**config.mk**
```make
export PLATFORM = sky130hd
export DESIGN_NAME = pipe_hazard_ctrl
export DESIGN_NICKNAME = d
export VERILOG_FILES = /design/src/rtl/core_pkg.sv /design/src/rtl/hazard_detect.sv /design/src/rtl/pipe_hazard_ctrl.sv
export SDC_FILE = /design/constraint.sdc
export NUM_CORES = 1
export LEC_CHECK = 0
export CORE_ASPECT_RATIO = 0.75
export CORE_MARGIN = 3
export CORE_UTILIZATION = 18
export CTS_CLUSTER_DIAMETER = 40
export DETAILED_ROUTE_END_ITERATION = 10
export PLACE_DENSITY_LB_ADDON = 0.1
export SLEW_MARGIN = 30
export SYNTH_ARGS = -nofsm -noshare
export SYNTH_HDL_FRONTEND = slang
export SYNTH_SLANG_ARGS = --single-unit
```
**constraint.sdc**
```tcl
create_clock -name clk -period 1.3 [get_ports clk]
set_clock_uncertainty 0.1 [all_clocks]
set_input_delay 0.13 -clock clk [delete_from_list [all_inputs] [get_ports clk]]
set_output_delay 0.13 -clock clk [all_outputs]
set_load 0.01 [all_outputs]
```
**src/rtl/core_pkg.sv**
```systemverilog
// Shared core definitions: hazard sequencer state encodings, the canonical NOP
// and the default register-file address width.
package core_pkg;

    localparam int unsigned DEF_REG_AW = 5;

    localparam logic [1:0] ST_RUN     = 2'd0;
    localparam logic [1:0] ST_MC_WAIT = 2'd1;
    localparam logic [1:0] ST_FLUSH   = 2'd2;

    // addi x0, x0, 0 -- what IF/ID carries while flushed
    localparam logic [31:0] NOP_INST = 32'h0000_0013;

endpackage

```
**src/rtl/hazard_detect.sv**
```systemverilog
// Pure combinational RAW comparator between an ID reader and an EX writer.
// x0 and disabled reads never match.
module hazard_detect
    import core_pkg::*;
#(
    parameter int unsigned REG_AW = DEF_REG_AW
) (
    input  logic              rs1_re,
    input  logic [REG_AW-1:0] rs1,
    input  logic              rs2_re,
    input  logic [REG_AW-1:0] rs2,
    input  logic              rd_we,
    input  logic [REG_AW-1:0] rd,
    output logic              hazard
);

    logic rs1_hit;
    logic rs2_hit;

    assign rs1_hit = rs1_re && (rs1 == rd);
    assign rs2_hit = rs2_re && (rs2 == rd);
    assign hazard  = rd_we && (rd != '0) && (rs1_hit || rs2_hit);

endmodule

```
**src/rtl/pipe_hazard_ctrl.sv**
```systemverilog
// Stall/flush sequencer for the PC, IF/ID and ID/EX registers of the 5-stage core.
// Optional perf counters are enabled by defining PIPE_HAZARD_CTRL_PERF_EN.
//
//   state      | meaning
//   ST_RUN     | normal issue; jump > multi-cycle > load-use
//   ST_MC_WAIT | EX frozen until the divider reports done
//   ST_FLUSH   | IF/ID flushed for the remaining redirect shadow
module pipe_hazard_ctrl
    import core_pkg::*;
#(
    parameter int unsigned FLUSH_CYCLES = 1,
    parameter int unsigned REG_AW       = DEF_REG_AW,
    parameter int unsigned ADDR_W       = 32
) (
    input  logic              clk,
    input  logic              rst,
    input  logic              id_rs1_re_i,
    input  logic [REG_AW-1:0] id_rs1_i,
    input  logic              id_rs2_re_i,
    input  logic [REG_AW-1:0] id_rs2_i,
    input  logic              ex_load_i,
    input  logic [REG_AW-1:0] ex_rd_i,
    input  logic              ex_jump_i,
    input  logic [ADDR_W-1:0] ex_jump_addr_i,
    input  logic              ex_mc_start_i,
    input  logic              ex_mc_done_i,
    output logic              pc_hold_o,
    output logic              pc_redirect_o,
    output logic [ADDR_W-1:0] pc_redirect_addr_o,
    output logic              if_id_hold_o,
    output logic              if_id_flush_o,
    output logic              id_ex_hold_o,
`ifdef PIPE_HAZARD_CTRL_PERF_EN
    output logic              id_ex_flush_o,
    output logic [31:0]       perf_stall_cnt_o,
    output logic [31:0]       perf_flush_cnt_o,
    output logic [31:0]       perf_ldu_cnt_o
`else
    output logic              id_ex_flush_o
`endif
);

    localparam logic [2:0] FLUSH_LOAD = 3'(FLUSH_CYCLES - 1);

    logic [1:0] state_q;
    logic [1:0] state_d;
    logic [2:0] flush_cnt_q;
    logic [2:0] flush_cnt_d;
    logic       load_use;
    logic       take_jump;

    hazard_detect #(
        .REG_AW (REG_AW)
    ) u_hazard_detect (
        .rs1_re (id_rs1_re_i),
        .rs1    (id_rs1_i),
        .rs2_re (id_rs2_re_i),
        .rs2    (id_rs2_i),
        .rd_we  (ex_load_i),
        .rd     (ex_rd_i),
        .hazard (load_use)
    );

    always_comb begin
        pc_hold_o          = 1'b0;
        pc_redirect_o      = 1'b0;
        pc_redirect_addr_o = '0;
        if_id_hold_o       = 1'b0;
        if_id_flush_o      = 1'b0;
        id_ex_hold_o       = 1'b0;
        id_ex_flush_o      = 1'b0;
        state_d            = state_q;
        flush_cnt_d        = flush_cnt_q;
        take_jump          = 1'b0;

        case (state_q)
            ST_RUN: begin
                if (ex_jump_i) begin
                    take_jump = 1'b1;
                end else if (ex_mc_start_i) begin
                    pc_hold_o    = 1'b1;
                    if_id_hold_o = 1'b1;
                    id_ex_hold_o = 1'b1;
                    if (!ex_mc_done_i) begin
                        state_d = ST_MC_WAIT;
                    end
                end else if (load_use) begin
                    pc_hold_o     = 1'b1;
                    if_id_hold_o  = 1'b1;
                    id_ex_flush_o = 1'b1;
                end
            end
            ST_MC_WAIT: begin
                if (ex_mc_done_i) begin
                    state_d = ST_RUN;
                end else begin
                    pc_hold_o    = 1'b1;
                    if_id_hold_o = 1'b1;
                    id_ex_hold_o = 1'b1;
                end
            end
            ST_FLUSH: begin
                if (ex_jump_i) begin
                    take_jump = 1'b1;
                end else begin
                    // ID holds a NOP here, so stall detection is pointless
                    if_id_flush_o = 1'b1;
                    flush_cnt_d   = flush_cnt_q - 3'd1;
                    if (flush_cnt_q <= 3'd1) begin
                        state_d     = ST_RUN;
                        flush_cnt_d = '0;
                    end
                end
            end
            default: begin
                state_d     = ST_RUN;
                flush_cnt_d = '0;
            end
        endcase

        if (take_jump) begin
            pc_redirect_o      = 1'b1;
            pc_redirect_addr_o = ex_jump_addr_i;
            if_id_flush_o      = 1'b1;
            id_ex_flush_o      = 1'b1;
            if (FLUSH_CYCLES > 1) begin
                state_d     = ST_FLUSH;
                flush_cnt_d = FLUSH_LOAD;
            end else begin
                state_d     = ST_RUN;
                flush_cnt_d = '0;
            end
        end

        if (rst) begin
            pc_hold_o          = 1'b0;
            pc_redirect_o      = 1'b0;
            pc_redirect_addr_o = '0;
            if_id_hold_o       = 1'b0;
            if_id_flush_o      = 1'b0;
            id_ex_hold_o       = 1'b0;
            id_ex_flush_o      = 1'b0;
        end
    end

    always_ff @(posedge clk) begin
        if (rst) begin
            state_q     <= ST_RUN;
            flush_cnt_q <= '0;
        end else begin
            state_q     <= state_d;
            flush_cnt_q <= flush_cnt_d;
        end
    end

`ifdef PIPE_HAZARD_CTRL_PERF_EN
    // hold on PC together with an ID/EX bubble only happens for a load-use stall
    always_ff @(posedge clk) begin
        if (rst) begin
            perf_stall_cnt_o <= '0;
            perf_flush_cnt_o <= '0;
            perf_ldu_cnt_o   <= '0;
        end else begin
            if (pc_hold_o && (perf_stall_cnt_o != 32'hFFFF_FFFF)) begin
                perf_stall_cnt_o <= perf_stall_cnt_o + 32'd1;
            end
            if (if_id_flush_o && (perf_flush_cnt_o != 32'hFFFF_FFFF)) begin
                perf_flush_cnt_o <= perf_flush_cnt_o + 32'd1;
            end
            if (pc_hold_o && id_ex_flush_o && (perf_ldu_cnt_o != 32'hFFFF_FFFF)) begin
                perf_ldu_cnt_o <= perf_ldu_cnt_o + 32'd1;
            end
        end
    end
`endif

endmodule

```
# Word level (Yosys, flattened, before mapping)
# Index checks and enable logic that the tools add are counted.
[word_totals] register_bits=5 inputBits=55 output_inout_bits=38 wordCells=62
[classes] n_addsub=1 magnitude_cmp=1 n_eq_ne=10 muxes=35 bitwise=1 n_reduce_logical=12
[ops] operator="$mux 32" count=2
[ops] operator="$mux 1" count=21
[ops] operator="$mux 2" count=6
[ops] operator="$ne 2x2->1 const B" count=6
[ops] operator="$eq 5x5->1" count=2
[ops] operator="$mux 3" count=2
[ops] operator="$pmux 2 s3" count=1
[ops] operator="$pmux 3 s2" count=1
[ops] operator="$reduce_and 6->1" count=1
[ops] operator="$reduce_or 2->1" count=3
[ops] operator="$reduce_bool 5->1" count=1
[ops] operator="$logic_and 1x1->1" count=4
[ops] operator="$pmux 1 s2" count=2
[ops] operator="$le 3x1->1 const B" count=1
[ops] operator="$sub 3x1->3 const B" count=1
[ops] operator="$eq 2x1->1 const B" count=1
[ops] operator="$eq 2x2->1 const B" count=1
[ops] operator="$logic_not 2->1" count=1
[ops] operator="$reduce_and 2->1" count=1
[ops] operator="$logic_or 1x1->1" count=1
[ops] operator="$not 1->1" count=1

# Depth between registers and ports, before layout
# Gate-level depths: netlist of run 1.
[depth] depth_word=10 depth_mapped=5

# Cells and area by module
# From an unflattened synthesis of run 1, not the netlist that was laid out.
[unflattened] cells_unflattened=68 area_unflattened_um2=491.7
[by_module_without_submodules] mod="pipe_hazard_ctrl" instances=1 cells_each=51 area_per_inst_um2=357.8 seq_area_each_um2=20.0
[by_module_without_submodules] mod="hazard_detect" instances=1 cells_each=17 area_per_inst_um2=133.9 seq_area_each_um2=0.0

# Least setup slack after synthesis of run 1
# No wires, ideal clock.
[synth_timing] kind="input to output" startpoint="input port ex_rd_i[3]" endpoint="output port pc_hold_o" t_arrival_ps=1306 slack_ps=-236 cell_stages=5 path_buffers=1 path_cell_list="xor2_1 -> nor4_2 -> a32oi_1 -> o31ai_1 -> buf_4"
[synth_between] elab_chain_len=9 elab_cells_between_ends=13 cone_classes="eq/ne (2); mux (5); reduce/logical (6)"
[synth_rtl] element="from (decl)" line="pipe_hazard_ctrl.sv:22" source="input logic [REG_AW-1:0] ex_rd_i,"
[synth_rtl] element="$eq 5x5->1 (on tied branches)" line="hazard_detect.sv:20, hazard_detect.sv:21"
[synth_rtl] element="$logic_and 1x1->1 (on tied branches)" line="hazard_detect.sv:20, hazard_detect.sv:21"
[synth_rtl] element="$logic_or 1x1->1" line="hazard_detect.sv:22" source="assign hazard = rd_we && (rd != '0) && (rs1_hit || rs2_hit);"
[synth_rtl] element="$logic_and 1x1->1 *" line="hazard_detect.sv:22"
[synth_rtl] element="$mux 1 * (3 in series)"
[synth_rtl] element="$pmux 1 s2 *"
[synth_rtl] element="$mux 1 *"
[synth_rtl] element="to (decl)" line="pipe_hazard_ctrl.sv:27" source="output logic pc_hold_o,"
# Every way passes the cells marked *; elsewhere a longest branch is shown, timed or not.

# Worst setup path after layout of run 1
[layout_timing] startpoint="input port id_rs1_i[0]" endpoint="output port pc_hold_o"
[layout_between] elab_chain_len=9
[layout_rtl] element="from (decl)" line="pipe_hazard_ctrl.sv:18" source="input logic [REG_AW-1:0] id_rs1_i,"
[layout_rtl] element="$eq 5x5->1" line="hazard_detect.sv:20" source="assign rs1_hit = rs1_re && (rs1 == rd);"
[layout_rtl] element="$logic_and 1x1->1" line="hazard_detect.sv:20"
[layout_rtl] element="$logic_or 1x1->1" line="hazard_detect.sv:22"
[layout_rtl] element="$logic_and 1x1->1" line="hazard_detect.sv:22"
[layout_rtl] element="$mux 1" line="pipe_hazard_ctrl.sv:87" source="end else if (load_use) begin"
[layout_rtl] element="$mux 1" line="pipe_hazard_ctrl.sv:80" source="end else if (ex_mc_start_i) begin"
[layout_rtl] element="$mux 1" line="pipe_hazard_ctrl.sv:78" source="if (ex_jump_i) begin"
[layout_rtl] element="$pmux 1 s2" line="pipe_hazard_ctrl.sv:76" source="case (state_q)"
[layout_rtl] element="$mux 1" line="pipe_hazard_ctrl.sv:135" source="if (rst) begin"
# No other way between the ends.

==> flow_metrics.py, run 1 <==
metrics = {
    "status": {
        "status": "finished, violations left",
        "violations": "setup timing",
    },
    "final_layout": {
        "area_growth_pct": 199,
        "stdcell_area_sq_um": 1350,
        "final_layout_size_suffix_gt1_share_pct": 43.6,
        "nets": 220,
        "fin_util_pct": 57.6,
        "layout.cells.non_filler": 197,
        "largest_reg_flops": 1,
        "regMostFlops": "state_q",
        "reg_top3": "state_q x1",
        "num_antenna_cells": 0,
    },
    "placement": {
        "dp_hpwl_microns": 2090,
        "portBuffers": 92,
        "place_ws_ns": -1.05,
        "placed_cell_area_sq_um": 1440,
        "placed_cells": 193,
        "gp_congestion": 0.802,
    },
    "worst_setup_path": {
        "crit_end": "pc_hold_o",
        "worstSetupPathType": "input pin to primary output",
        "worst_r2r_path_depth": 2,
        "crit_required_ns": 1.07,
        "end_kind": "primary output",
        "reg2reg_to": "state_q[0]",
        "reg2reg_slack_ns": 0.55,
        "cp-startpoint": "id_rs1_i[0]",
        "path_max_fanout": 2,
        "reg2reg_from": "state_q[0]",
        "setup.worst_path.start_class": "input pin",
        "cp.arrival_ns": 1.30,
    },
    "power_and_ir_drop": {
        "ir_drop_mv": 0.150,
        "powerDensity_nw_per_um2": 307,
        "power_mw": 0.415,
        "p_leak_nw": 0.686,
    },
    "synthesis": {
        "syn_area_sq_um": 452,
        "seq_area_frac_synth_pct": 4.43,
        "avgSynthCellArea_sq_um": 6.84,
        "synth_fp_nets": 121,
        "synthDominantCellAreaShare_pct": 44.3,
        "yosysWarnings": 0,
        "postSynthCellCount": 66,
        "synth.largest_area_cell": "and2_1",
        "synth_area_leaders": "and2_1, xor2_1, dfxtp_1",
        "ys_types": 20,
        "ys_ff_latch": 1,
    },
    "global_routing": {
        "grt.overflow.total": 0,
        "grt_usage_pct": 14.5,
        "grt_max_degree": 11,
        "first_global_vias": 806,
        "grt_antenna_before_repair": 0,
        "grt_pass1_wl_microns": 3800,
    },
    "routing": {
        "ant_nets": 0,
        "finalWirelength_microns": 2450,
        "route.detailed.drc": 0,
        "vias": 782,
        "firstDrtPassIters": 4,
        "viasPerCell": 3.97,
        "drt_iter0_markers": 6,
        "wire_per_inst_microns": 12.4,
    },
    "cts": {
        "cts.clk_slew.worst_paths_ns": 0,
        "cts.hold.buffers_added": 0,
        "clk_latency_ns": 0,
    },
    "sta": {
        "finalCriticalPeriod_ns": 1.53,
        "rsz0062_at_grt": "yes",
        "min_period_over_period_pct": 117,
        "timing.setup.tns_ns": -0.656,
        "finalHoldViolations": 0,
        "max_freq_mhz": 656,
        "max_slew_margin_pct": 82.2,
        "setup_ws_ns": -0.225,
        "setup_viol": 3,
        "drv_slew": 0,
        "tightest_slew_ns": 0.265,
        "whs_ns": 0.276,
    },
    "floorplan": {
        "core_sq_um": 2350,
        "die_h_microns": 49.4,
        "die_x_microns": 63.8,
        "num_io_pins": 93,
        "start_util_pct": 19.3,
        "fp-row-count": 15,
        "dieArea_sq_um": 3150,
    },
    "min_path": {
        "hp-class": "input pin to flop",
    },
    "flow_run": {
        "drv_cap": 0,
    },
}
==> cells in the mapped netlist <==
cell,number
buf_4,2
and2_1,32
and2_0,1
nor3_1,1
o31ai_1,1
or4_1,2
dfxtp_1,1
o21bai_1,1
clkbuf_1,3
xnor2_1,2
a21oi_1,2
o21ai_0,1
xor2_1,8
a32oi_1,1
o21a_1,1
nor3_2,1
o21ai_1,1
inv_1,3
nor4_1,1
nor4_2,1
==> what timing repair did <==
item,in CTS,in global routing
pin swaps,16,3
cloned,1,1
resized for setup,218,14
setup buffers,2,0
setup endpoints to repair,38,38
==> kinds of logic (layout without fill, tap and decap cells) <==
kind of cell | count (synthesis) | count (layout) | share of synthesized area, %
buf+inv | 8 | 105 | 8.31
xor+xnor | 10 | 10 | 19.4
simple gates | 39 | 39 | 56.5
compound gates | 8 | 8 | 11.4
flops | 1 | 1 | 4.43
==> final cells by class <==
type                    count  area, sq um
multi-input cells          57          458
inverters                   3         11.3
fillers                   237          995
repair buffers            102          816
flip-flops and latches      1         23.8
well taps                  34         42.5
==> how the worst min path moves through the flow <==
| stage | startpoint | endpoint | slack (ns) | cells after the start |
|---|---|---|---|---|
| floorplan | rst | state_q[0] | 0.11 | 1 |
| global placement | state_q[0] | state_q[0] | 0.46 | 2 |
| detailed placement | state_q[0] | state_q[0] | 0.47 | 2 |
| CTS | ex_mc_done_i | state_q[0] | 0.37 | 2 |
| global route | rst | state_q[0] | 0.30 | 2 |
| finish | rst | state_q[0] | 0.28 | 2 |
==> cells in the final DEF, fill, tap and decap left out, drive strengths merged, types with 2 or more instances in the layout <==
cell | netlist | final
xor2 | 8 | 8
a21oi | 2 | 2
dlygate4sd2 | 0 | 5
and2 | 33 | 33
or4 | 2 | 2
xnor2 | 2 | 2
clkbuf | 3 | 2
nor3 | 2 | 2
o21ai | 2 | 2
buf | 2 | 55
clkdlybuf4s15 | 0 | 4
nor4 | 2 | 2
inv | 3 | 3
clkdlybuf4s50 | 0 | 35
==> worst max-delay path, cell delays in order <==
cell and delay [ns]:
clkdlybuf4s50_1 0.48, xnor2_1 0.13, a32oi_2 0.14, o31ai_2 0.23, buf_2 0.18
==> layer usage <==
metal | share of wire [%] | GRT usage [%] | up-vias
met1 | 36 | 16.8 | 339
met3 | 8.5 | 3.00 | 0
met5 | 0 | 0 | -
li1 | - | - | 404
met4 | 0 | 0 | 0
met2 | 56 | 28.5 | 39
==> power breakdown <==
part	switching, mW	internal, mW	total [mW]
logic	0.140	0.242	0.381
registers	0.00285	0.0312	0.0341
clock network	0	0	0
total	0.143	0.273	0.415
No activity file was read; power rests on OpenSTA's default activity.
==> run 2, diff against run 1 <==
Settings changed: HOLD_SLACK_MARGIN set to 0.06.
==> results of run 2 <==
Same layout as run 1: the final DEF is identical, and so are final timing and power.
==> run 3, diff against run 2 <==
Settings changed: ABC_AREA set to 1, CORE_UTILIZATION 18 to 23.
==> run 3 against run 2 <==
Against the previous run: the flow now finishes without violations; final cell count rose by 37%; power increased by 5.5%; synthesized cell count increased by 110%; sequential power down 3%; global-route usage increased by 2.1 points; highest routed layer is now met4.
==> flow_metrics.py, run 3 <==
metrics = {
    "cts": {
        "cts.hold.buffers_added": 0,
        "cts.clk_slew.worst_paths_ns": 0,
        "clk_latency_ns": 0,
    },
    "worst_setup_path": {
        "reg2reg_to": "state_q[0]",
        "worstSetupPathType": "input pin to primary output",
        "setup.worst_path.start_class": "input pin",
        "cp.arrival_ns": 1.06,
        "critical-path-top-delay-family": "buffers and inverters",
        "path_cells": "dlygate4sd2_1, nor2_4, inv_8, nor2_2, clkdlybuf4s15_2",
        "path_max_fanout": 33,
        "reg2reg_from": "state_q[0]",
        "worst_r2r_path_depth": 4,
        "end_kind": "primary output",
        "crit_required_ns": 1.07,
        "cp_num_buf_inv": 3,
        "reg2reg_slack_ns": 0.35,
        "cpPeakStageDelay_ns": 0.28,
        "cp_slowest_cell": "dlygate4sd2_1",
    },
    "final_layout": {
        "layout_commonest_cell": "inv_1",
        "reg_top3": "state_q x1",
        "num_antenna_cells": 0,
        "stdcell_area_sq_um": 1460,
        "final_cell_mix": "inv_1, nor2_1, clkdlybuf4s50_1",
        "nets": 292,
        "final_layout_size_suffix_gt1_share_pct": 36.6,
        "largest_reg_flops": 1,
        "regMostFlops": "state_q",
        "area_growth_pct": 143,
    },
    "synthesis": {
        "seq_area_frac_synth_pct": 3.33,
        "synth.largest_area_cell": "inv_1",
        "synthDominantCellAreaShare_pct": 26.9,
        "synth_most_common_cell": "inv_1",
        "ys_ff_latch": 1,
        "yosysWarnings": 0,
        "synth_area_leaders": "inv_1, nor2_1, nand2_1",
        "avgSynthCellArea_sq_um": 4.26,
        "postSynthCellCount": 141,
        "yosys-top-cells-count": "inv_1, nor2_1, nand2_1",
        "synth-edff-count": 0,
        "ys_types": 16,
        "synth_flop_cell": "dfxtp_1",
        "syn_area_sq_um": 601,
        "synth-async-reset-ratio_pct": 0,
        "synth_fp_nets": 196,
    },
    "global_routing": {
        "grt_usage_pct": 16.5,
        "grt_pass1_wl_microns": 4440,
        "grt_antenna_before_repair": 0,
        "grt.overflow.total": 0,
        "first_global_vias": 1036,
        "grt_max_degree": 34,
    },
    "sta": {
        "finalHoldViolations": 0,
        "min_period_over_period_pct": 99.1,
        "timing.setup.tns_ns": 0,
        "setup_viol": 0,
        "max_slew_margin_pct": 88.4,
        "drv_slew": 0,
        "rsz0062_at_grt": "yes",
        "tightest_slew_ns": 0.174,
        "finalCriticalPeriod_ns": 1.29,
        "max_freq_mhz": 776,
    },
    "flow_run": {
        "drv_cap": 0,
    },
    "routing": {
        "ant_nets": 0,
        "finalWirelength_microns": 2800,
        "route.detailed.drc": 0,
        "wire_per_inst_microns": 10.4,
        "drt_iter0_markers": 17,
        "viasPerCell": 3.85,
        "firstDrtPassIters": 4,
        "vias": 1036,
    },
    "status": {
        "status": "completed",
    },
    "placement": {
        "gp_congestion": 0.697,
        "portBuffers": 92,
        "placed_cell_area_sq_um": 1560,
        "dp_hpwl_microns": 2430,
    },
    "floorplan": {
        "dieArea_sq_um": 3270,
        "die_h_microns": 50.3,
        "fp-row-count": 15,
        "core_sq_um": 2380,
        "start_util_pct": 25.2,
        "die_x_microns": 65.0,
        "num_io_pins": 93,
    },
    "power_and_ir_drop": {
        "power.share.sequential_pct": 7.5,
        "p_int_mw": 0.260,
        "switching_share_pct": 40.7,
        "power_mw": 0.438,
        "netSwitchingPower_mw": 0.179,
        "pwr-share-comb_pct": 92.5,
        "p_leak_nw": 0.915,
        "clkPwrFrac_pct": 0,
        "ir_drop_mv": 0.200,
        "powerDensity_nw_per_um2": 301,
    },
    "min_path": {
        "hold_end": "state_q[0]",
        "hold_depth": 2,
        "worstHoldStart": "ex_mc_done_i",
        "hp-class": "input pin to flop",
    },
}
[run 3: worst max path at each step]
| stage | start | endpoint | slack (ns) | cells after the start |
|---|---|---|---|---|
| after global routing | rst | pc_redirect_addr_o[21] | -0.05 | 5 |
| after CTS | ex_mc_done_i | id_ex_hold_o | 0.0003 | 5 |
| final | rst | pc_redirect_addr_o[13] | 0.01 | 5 |
| after global placement | ex_rd_i[3] | pc_hold_o | -0.78 | 10 |
| after floorplan | state_q[0] | pc_redirect_addr_o[10] | 0.12 | 6 |
| after detailed placement | ex_rd_i[4] | if_id_hold_o | -0.81 | 10 |
[run 3: logic make-up (layout without fill, tap and decap cells)]
| kind of cell | Yosys count | in the layout | synth area share [%] |
|---|---|---|---|
| AND/OR/NAND/NOR | 82 | 82 | 56.7 |
| flip-flops | 1 | 1 | 3.33 |
| buffers and inverters | 55 | 149 | 36.2 |
| AO/OA/AOI/OAI | 3 | 3 | 3.75 |
[run 3: cell type report]
cell class | count | area [sq um]
fill | 250 | 926
inverter | 50 | 200
multi-input combinational | 85 | 385
sequential | 1 | 20.0
tap | 34 | 42.5
timing repair buffer | 99 | 810
[run 3: what timing repair did]
action,in CTS,in global routing
resized for setup,159,52
endpoints found under the setup margin,38,36
cloned,0,0
pin swaps,26,19
buffers inserted,1,2
[run 3: per-stage QoR]
stage	util (%)	hold WS (ns)	setup slack, ns	instances
2_1_floorplan	-	0.107	0.118	141
3_3_place_gp	65.6	0.570	-0.779	266
3_5_place_dp	65.6	0.577	-0.809	266
4_1_cts	63.4	0.535	0.000343	267
5_1_grt	61.2	0.306	-0.0517	269
6_report	61.2	0.252	0.0111	269
[run 3: routing by layer]
| metal | vias to the layer above | GRT usage, % | share of wire (%) |
|---|---|---|---|
| met5 | - | 0 | 0 |
| met2 | 45 | 34.5 | 54 |
| met1 | 419 | 17.0 | 35 |
| met3 | 4 | 3.36 | 9.1 |
| li1 | 568 | - | - |
| met4 | 0 | 2.11 | 1.6 |
[run 3: power by group through the flow]
| stage | Sequential [mW] | Combinational [mW] | Clock (mW) |
|---|---|---|---|
| 3_5_place_dp | 0.0331 | 0.441 | 0 |
| 3_3_place_gp | 0.0330 | 0.433 | 0 |
| 4_1_cts | 0.0331 | 0.401 | 0 |
| 5_1_grt | 0.0333 | 0.447 | 0 |
| 2_1_floorplan | 0.0331 | 0.150 | 0 |
| 6_report | 0.0331 | 0.405 | 0 |
